--- src/rtl/hamming_pkg.sv ---
// rtl/hamming_pkg.sv - shared state codes and timing-word bit indices for the Hamming(7,4) codec
//
// Purpose: state encoding of the transaction sequencer and the matching T-bit
//          indices, shared by the sequencer, the datapath and the benches.
// Ports:   none (package).

package hamming_pkg;

  typedef enum logic [2:0] {
    ST_IDLE     = 3'd0,
    ST_LOAD     = 3'd1,
    ST_ENCODE   = 3'd2,
    ST_INJECT   = 3'd3,
    ST_SYNDROME = 3'd4,
    ST_CORRECT  = 3'd5,
    ST_DONE     = 3'd6,
    ST_ILLEGAL  = 3'd7
  } state_t;

  // T[k] is high exactly while Q == k
  localparam int TBIT_IDLE     = 0;
  localparam int TBIT_LOAD     = 1;
  localparam int TBIT_ENCODE   = 2;
  localparam int TBIT_INJECT   = 3;
  localparam int TBIT_SYNDROME = 4;
  localparam int TBIT_CORRECT  = 5;
  localparam int TBIT_DONE     = 6;

endpackage

--- src/rtl/hamming_sequencer_if.sv ---
// rtl/hamming_sequencer_if.sv - host/datapath bundle of the Hamming transaction sequencer
//
// Purpose: groups the start/result handshakes, the datapath enables, the state
//          observation outputs and the corrected-word counter.
// Ports:   start/start_ready   transaction request handshake
//          syn_nonzero         decoder syndrome != 0
//          out_valid/out_ready result handshake, out_corrected qualifier
//          load_en..cor_en     datapath enables (taps of T)
//          Q, T                state code and its one-hot timing word
//          err_cnt, clr_cnt    saturating corrected-word count and its clear
// Modports: master = sequencer side, slave = host/datapath side.

interface hamming_sequencer_if #(
  parameter int CNT_W = 8
);

  logic             start;
  logic             start_ready;
  logic             syn_nonzero;
  logic             out_ready;
  logic             out_valid;
  logic             out_corrected;
  logic             load_en;
  logic             enc_en;
  logic             inj_en;
  logic             syn_en;
  logic             cor_en;
  logic [2:0]       Q;
  logic [7:0]       T;
  logic [CNT_W-1:0] err_cnt;
  logic             clr_cnt;

  modport master (
    input  start, syn_nonzero, out_ready, clr_cnt,
    output start_ready, out_valid, out_corrected,
    output load_en, enc_en, inj_en, syn_en, cor_en,
    output Q, T, err_cnt
  );

  modport slave (
    output start, syn_nonzero, out_ready, clr_cnt,
    input  start_ready, out_valid, out_corrected,
    input  load_en, enc_en, inj_en, syn_en, cor_en,
    input  Q, T, err_cnt
  );

endinterface

--- src/rtl/hamming_t_decode.sv ---
// rtl/hamming_t_decode.sv - 3-to-8 one-hot decoder from state code to timing word
//
// Purpose: T[Q] = 1 for legal codes; the illegal code 7 decodes to all zeros so
//          that no datapath enable can fire while the FSM recovers.
// Ports:   i_q  in  3  registered state code
//          o_t  out 8  one-hot timing word

module hamming_t_decode (
  input  logic [2:0] i_q,
  output logic [7:0] o_t
);

  always_comb begin
    o_t = 8'h00;
    if (i_q != 3'd7) begin
      o_t[i_q] = 1'b1;
    end
  end

endmodule

--- src/rtl/hamming_sequencer.sv ---
// rtl/hamming_sequencer.sv - sequencer for one Hamming(7,4) load/encode/inject/syndrome/correct transaction
//
// Purpose: owns the state register Q, decodes it into the one-hot timing word T,
//          taps the datapath enables from T, and keeps the out_corrected flag and
//          the saturating corrected-word counter.
// Ports:   clk   in  1  system clock
//          rst   in  1  synchronous active-high reset
//          bus   master modport of hamming_sequencer_if (handshakes, enables, Q/T, err_cnt)
// Params:  INJECT_EN  1 visits INJECT, 0 skips it
//          CNT_W      err_cnt width, must match the interface instance

module hamming_sequencer
  import hamming_pkg::*;
#(
  parameter int INJECT_EN = 1,
  parameter int CNT_W     = 8
) (
  input  logic                clk,
  input  logic                rst,
  hamming_sequencer_if.master bus
);

  state_t           r_state;
  state_t           w_next;
  logic [7:0]       w_t;
  logic             r_corrected;
  logic [CNT_W-1:0] r_err_cnt;
  logic             w_enter_load;
  logic             w_enter_correct;

  // State register
  always_ff @(posedge clk) begin
    if (rst) begin
      r_state <= ST_IDLE;
    end else begin
      r_state <= w_next;
    end
  end

  // Next-state logic; the illegal code falls into default and recovers to IDLE
  always_comb begin
    w_next = ST_IDLE;
    case (r_state)
      ST_IDLE:     w_next = bus.start ? ST_LOAD : ST_IDLE;
      ST_LOAD:     w_next = ST_ENCODE;
      ST_ENCODE:   w_next = (INJECT_EN != 0) ? ST_INJECT : ST_SYNDROME;
      ST_INJECT:   w_next = ST_SYNDROME;
      ST_SYNDROME: w_next = bus.syn_nonzero ? ST_CORRECT : ST_DONE;
      ST_CORRECT:  w_next = ST_DONE;
      ST_DONE:     w_next = bus.out_ready ? ST_IDLE : ST_DONE;
      default:     w_next = ST_IDLE;
    endcase
  end

  assign w_enter_load    = (r_state == ST_IDLE) && bus.start;
  assign w_enter_correct = (r_state == ST_SYNDROME) && bus.syn_nonzero;

  // Flag is per transaction: cleared when a new one is loaded, held through DONE
  always_ff @(posedge clk) begin
    if (rst) begin
      r_corrected <= 1'b0;
    end else if (w_enter_load) begin
      r_corrected <= 1'b0;
    end else if (w_enter_correct) begin
      r_corrected <= 1'b1;
    end
  end

  // Clear has priority over a same-edge increment; count sticks at all-ones
  always_ff @(posedge clk) begin
    if (rst || bus.clr_cnt) begin
      r_err_cnt <= '0;
    end else if (w_enter_correct && (r_err_cnt != {CNT_W{1'b1}})) begin
      r_err_cnt <= r_err_cnt + CNT_W'(1);
    end
  end

  hamming_t_decode u_t_decode (
    .i_q (r_state),
    .o_t (w_t)
  );

  assign bus.Q             = r_state;
  assign bus.T             = w_t;
  assign bus.start_ready   = (r_state == ST_IDLE);
  assign bus.out_valid     = (r_state == ST_DONE);
  assign bus.out_corrected = r_corrected;
  assign bus.load_en       = w_t[TBIT_LOAD];
  assign bus.enc_en        = w_t[TBIT_ENCODE];
  assign bus.inj_en        = w_t[TBIT_INJECT] & (INJECT_EN != 0);
  assign bus.syn_en        = w_t[TBIT_SYNDROME];
  assign bus.cor_en        = w_t[TBIT_CORRECT];
  assign bus.err_cnt       = r_err_cnt;

endmodule

--- src/flat_wrapper.sv ---
// flat-port wrapper written by rule: the top's interface ports become plain ports
module hamming_sequencer_flat import hamming_pkg::*;
#(
  parameter int INJECT_EN = 1,
  parameter int CNT_W     = 8
)
  (clk, rst, bus_start, bus_syn_nonzero, bus_out_ready, bus_clr_cnt, bus_start_ready, bus_out_valid, bus_out_corrected, bus_load_en, bus_enc_en, bus_inj_en, bus_syn_en, bus_cor_en, bus_Q, bus_T, bus_err_cnt);
  hamming_sequencer_if #(.CNT_W(CNT_W)) bus_i ();
  input  logic clk;
  input  logic rst;
  input wire logic [$bits(bus_i.start)-1:0] bus_start;
  input wire logic [$bits(bus_i.syn_nonzero)-1:0] bus_syn_nonzero;
  input wire logic [$bits(bus_i.out_ready)-1:0] bus_out_ready;
  input wire logic [$bits(bus_i.clr_cnt)-1:0] bus_clr_cnt;
  output wire logic [$bits(bus_i.start_ready)-1:0] bus_start_ready;
  output wire logic [$bits(bus_i.out_valid)-1:0] bus_out_valid;
  output wire logic [$bits(bus_i.out_corrected)-1:0] bus_out_corrected;
  output wire logic [$bits(bus_i.load_en)-1:0] bus_load_en;
  output wire logic [$bits(bus_i.enc_en)-1:0] bus_enc_en;
  output wire logic [$bits(bus_i.inj_en)-1:0] bus_inj_en;
  output wire logic [$bits(bus_i.syn_en)-1:0] bus_syn_en;
  output wire logic [$bits(bus_i.cor_en)-1:0] bus_cor_en;
  output wire logic [$bits(bus_i.Q)-1:0] bus_Q;
  output wire logic [$bits(bus_i.T)-1:0] bus_T;
  output wire logic [$bits(bus_i.err_cnt)-1:0] bus_err_cnt;
  assign bus_i.start = bus_start;
  assign bus_i.syn_nonzero = bus_syn_nonzero;
  assign bus_i.out_ready = bus_out_ready;
  assign bus_i.clr_cnt = bus_clr_cnt;
  assign bus_start_ready = bus_i.start_ready;
  assign bus_out_valid = bus_i.out_valid;
  assign bus_out_corrected = bus_i.out_corrected;
  assign bus_load_en = bus_i.load_en;
  assign bus_enc_en = bus_i.enc_en;
  assign bus_inj_en = bus_i.inj_en;
  assign bus_syn_en = bus_i.syn_en;
  assign bus_cor_en = bus_i.cor_en;
  assign bus_Q = bus_i.Q;
  assign bus_T = bus_i.T;
  assign bus_err_cnt = bus_i.err_cnt;
  hamming_sequencer #(.INJECT_EN(INJECT_EN), .CNT_W(CNT_W)) u_core (.clk(clk), .rst(rst), .bus(bus_i));
endmodule
--- config.mk ---
export PLATFORM = sky130hd
export DESIGN_NAME = hamming_sequencer_flat
export DESIGN_NICKNAME = d
export VERILOG_FILES = /design/src/rtl/hamming_pkg.sv /design/src/rtl/hamming_sequencer_if.sv /design/src/rtl/hamming_t_decode.sv /design/src/rtl/hamming_sequencer.sv /design/src/flat_wrapper.sv
export SDC_FILE = /design/constraint.sdc
export NUM_CORES = 1
export LEC_CHECK = 0
export CORE_ASPECT_RATIO = 0.9
export CORE_UTILIZATION = 41
export CTS_CLUSTER_DIAMETER = 100
export DETAILED_ROUTE_END_ITERATION = 8
export PLACE_DENSITY_LB_ADDON = 0.3
export SETUP_SLACK_MARGIN = 0.3
export SYNTH_ARGS = -nofsm -noshare
export SYNTH_HDL_FRONTEND = slang
export SYNTH_SLANG_ARGS = --single-unit
--- constraint.sdc ---
create_clock -name clk -period 1.4 [get_ports clk]
set_input_delay 0.21 -clock clk [delete_from_list [all_inputs] [get_ports clk]]
set_output_delay 0.21 -clock clk [all_outputs]
set_load 0.1 [all_outputs]
==> results.toml <==
[final_layout]
synthToLayoutAreaGrowth_pct = 104
n_antenna_cell = 0
fin_nets = 124
layout-drive-gt1-share_pct = 64.7

[pwr]
leakage_nw = 0.551
finalPower_mw = 1.23
powerDensity_nw_per_um2 = 796
peakVddDrop_v = 0.000743

[synthesis]
syn_area_per_cell_um2 = 9.03
syn-cell-area_um2 = 758
ys.flop_type = "dfxtp_1"
yosysUniqueCellTypes = 34
synth_nets = 91
synth_area_leader_cell = "dfxtp_1"
yosys.area.top_type_share_pct = 31.7
synth-edff-count = 0
ys_top_cells_by_area = "dfxtp_1, buf_4, and3b_1, mux2i_1, a211oi_1"
syn_inst = 84
yosysSeqAreaShare_pct = 31.7
yosys_register_bits = 12
synthArstFlopShare_pct = 0
yosysWarnings = 0

[floorplanning]
die_w_um = 47.3
core_area_um2 = 1700
io_pins = 33
rows = 14
die_area_um2 = 2030
die_y_um = 42.8
floorplan.initialDensity_pct = 44.6

[outcome]
status = "complete, but fails checks"
violations = "setup timing"

[route]
first_pass_iters = 4
vias_per_cell = 6.18
drc_errors = 0
drt_iter0_drc = 22
drt-total-wl_um = 2990
vias = 865
detail_route.wl_per_cell_um = 21.4
ant_nets = 0

[cts]
numCtsBuffers = 3
cts_tree = "done"
path_clk_slew_ns = 0.08
cts_htree_levels = 1
insertion_delay_ns = 0.30
cts.path.max_buffers = 2
cts_sinks = 12
ctsRootBufferMaster = "clkbuf_4"

[critical_path]
cp_slowest_cell = "dfxtp_4"
setup.worst_path.class = "reg2out"
crit_chain = "nor3b_4, buf_12"
cp-end-kind = "primary output"
start_kind = "flop"
slowest_delay_ns = 0.47
required_ns = 1.19
cp-startpoint = "u_core.bus.Q[2]"
cp.arrival_ns = 1.34
worst_r2r_startpoint = "u_core.bus.Q[1]"
cp_max_fo = 13

[min_path]
hp-start = "bus_start"
holdCritPathClass = "in2reg"

[sta]
report.final.slew_viol_count = 0
setup_ws_ns = -0.155
setup_viol = 14
timing.fmax_ghz = 0.643
skew_ns = 0.00475
hold_viol = 0
min_period_ns = 1.55
final.period_utilization_pct = 111
rsz0062_at_grt = "true"

[global_route]
track_usage_pct = 32.4
overflow = 0
antenna_found_initial = 0
grt_pass1_vias = 836
grt_pass1_wl_um = 4420
grt_max_degree = 15

[placement]
io_buffers = 31
pre_cts_slack_ns = -0.177
dp_hpwl_um = 1560
gp_routability_congestion = 0.762

[flow_run]
timing.max_cap.violations = 0
[through the flow]
stage / cell area (um2) / hold WS [ns] / util [%] / setup TNS [ns] / instances
after floorplan: 950 / 0.269 / - / -6.73 / 84
after global placement: 1420 / 0.500 / 83.8 / -0.486 / 130
after detailed placement: 1420 / 0.502 / 83.8 / -1.02 / 130
after CTS: 1540 / 0.523 / 90.4 / -0.885 / 139
after global routing: 1550 / 0.520 / 91.2 / -1.64 / 140
final: 1550 / 0.522 / 91.2 / -1.26 / 140
[flip-flops by register name, summed over array words and instances (netlist names)]
register,flops
u_core.bus.Q,3
u_core.bus.err_cnt,8
u_core.bus.out_corrected,1
[layout by cell type, fill, tap and decap left out, types with 2 or more instances in the layout]
cell | netlist | layout
buf_12 | 0 | 26
dfxtp_4 | 0 | 11
buf_4 | 6 | 7
nand2_1 | 5 | 5
clkdlybuf4s50_1 | 0 | 5
and3b_2 | 0 | 4
nor3_2 | 0 | 3
nor3b_4 | 0 | 3
nor2b_1 | 3 | 3
a211oi_2 | 1 | 3
mux2i_1 | 3 | 3
a21oi_2 | 0 | 3
clkbuf_4 | 0 | 3
a21oi_1 | 5 | 2
nor2_1 | 3 | 2
a211oi_1 | 4 | 2
or3_1 | 2 | 2
o21bai_1 | 2 | 2
nand3b_1 | 2 | 2
and4_1 | 2 | 2
[repair_timing]
action,4_1_cts,5_1_grt
setup endpoints to repair,26,30
gates resized for setup,7,1
setup buffers,5,1
pin swaps,3,2
endpoints found under the hold margin,0,0
hold buffers,0,0
[layout make-up]
class / count / area [um2]
tap: 24 / 30.0
clock buffer: 4 / 36.3
timing repair buffer: 39 / 634
fill: 59 / 150
multi-input combinational: 61 / 566
sequential: 12 / 283
[synthesized netlist by cell type, drive strengths merged (2+ instances only)]
library cell / n
nor3: 4
nand2: 5
a41oi: 2
nand3b: 2
nor3b: 3
or3: 2
a31oi: 2
dfxtp: 12
a211oi: 5
nor2: 3
and3b: 4
and3: 2
buf: 10
o21bai: 2
and4: 3
a21oi: 5
mux2i: 3
nor2b: 3
and2: 2
[routing by layer]
metal	vias to the layer above	GRT usage, %	routed length, um
li1	377	-	-
met1	425	35.8	1130
met2	46	54.2	1530
met3	17	6.81	169
met4	0	18.9	163
met5	-	0	0
[logic make-up after synthesis]
kind of cell,share of synthesized area (%)
buffers and inverters,10.7
muxes,3.96
other,0.495
AOI/OAI and AO/OA,18.6
DFF,31.7
and+or+nand+nor,32.8
adders and majority gates,1.65
[worst max-delay path: cells and delay by family, from the launching register on]
| kind | cells | cell delay (ns) |
|---|---|---|
| buffers and inverters | 1 | 0.22 |
| DFF | 1 | 0.47 |
| and+or+nand+nor | 1 | 0.35 |
[where the power goes]
part           internal, mW  leakage (nW)  switching, mW
registers             0.334         0.106         0.0383
logic                 0.204         0.424          0.361
clock network         0.159        0.0210          0.137
[path summary, 6_finish.rpt]
path,to,slack (ns),cells after the start
worst max register to register,u_core.bus.err_cnt[5],0.02,4
worst min-delay path,u_core.bus.out_corrected,0.52,2
worst max-delay path,bus_syn_en,-0.15,2
worst min register to register,u_core.bus.err_cnt[1],0.53,2
Note: power is estimated with default switching activity, not from simulation.
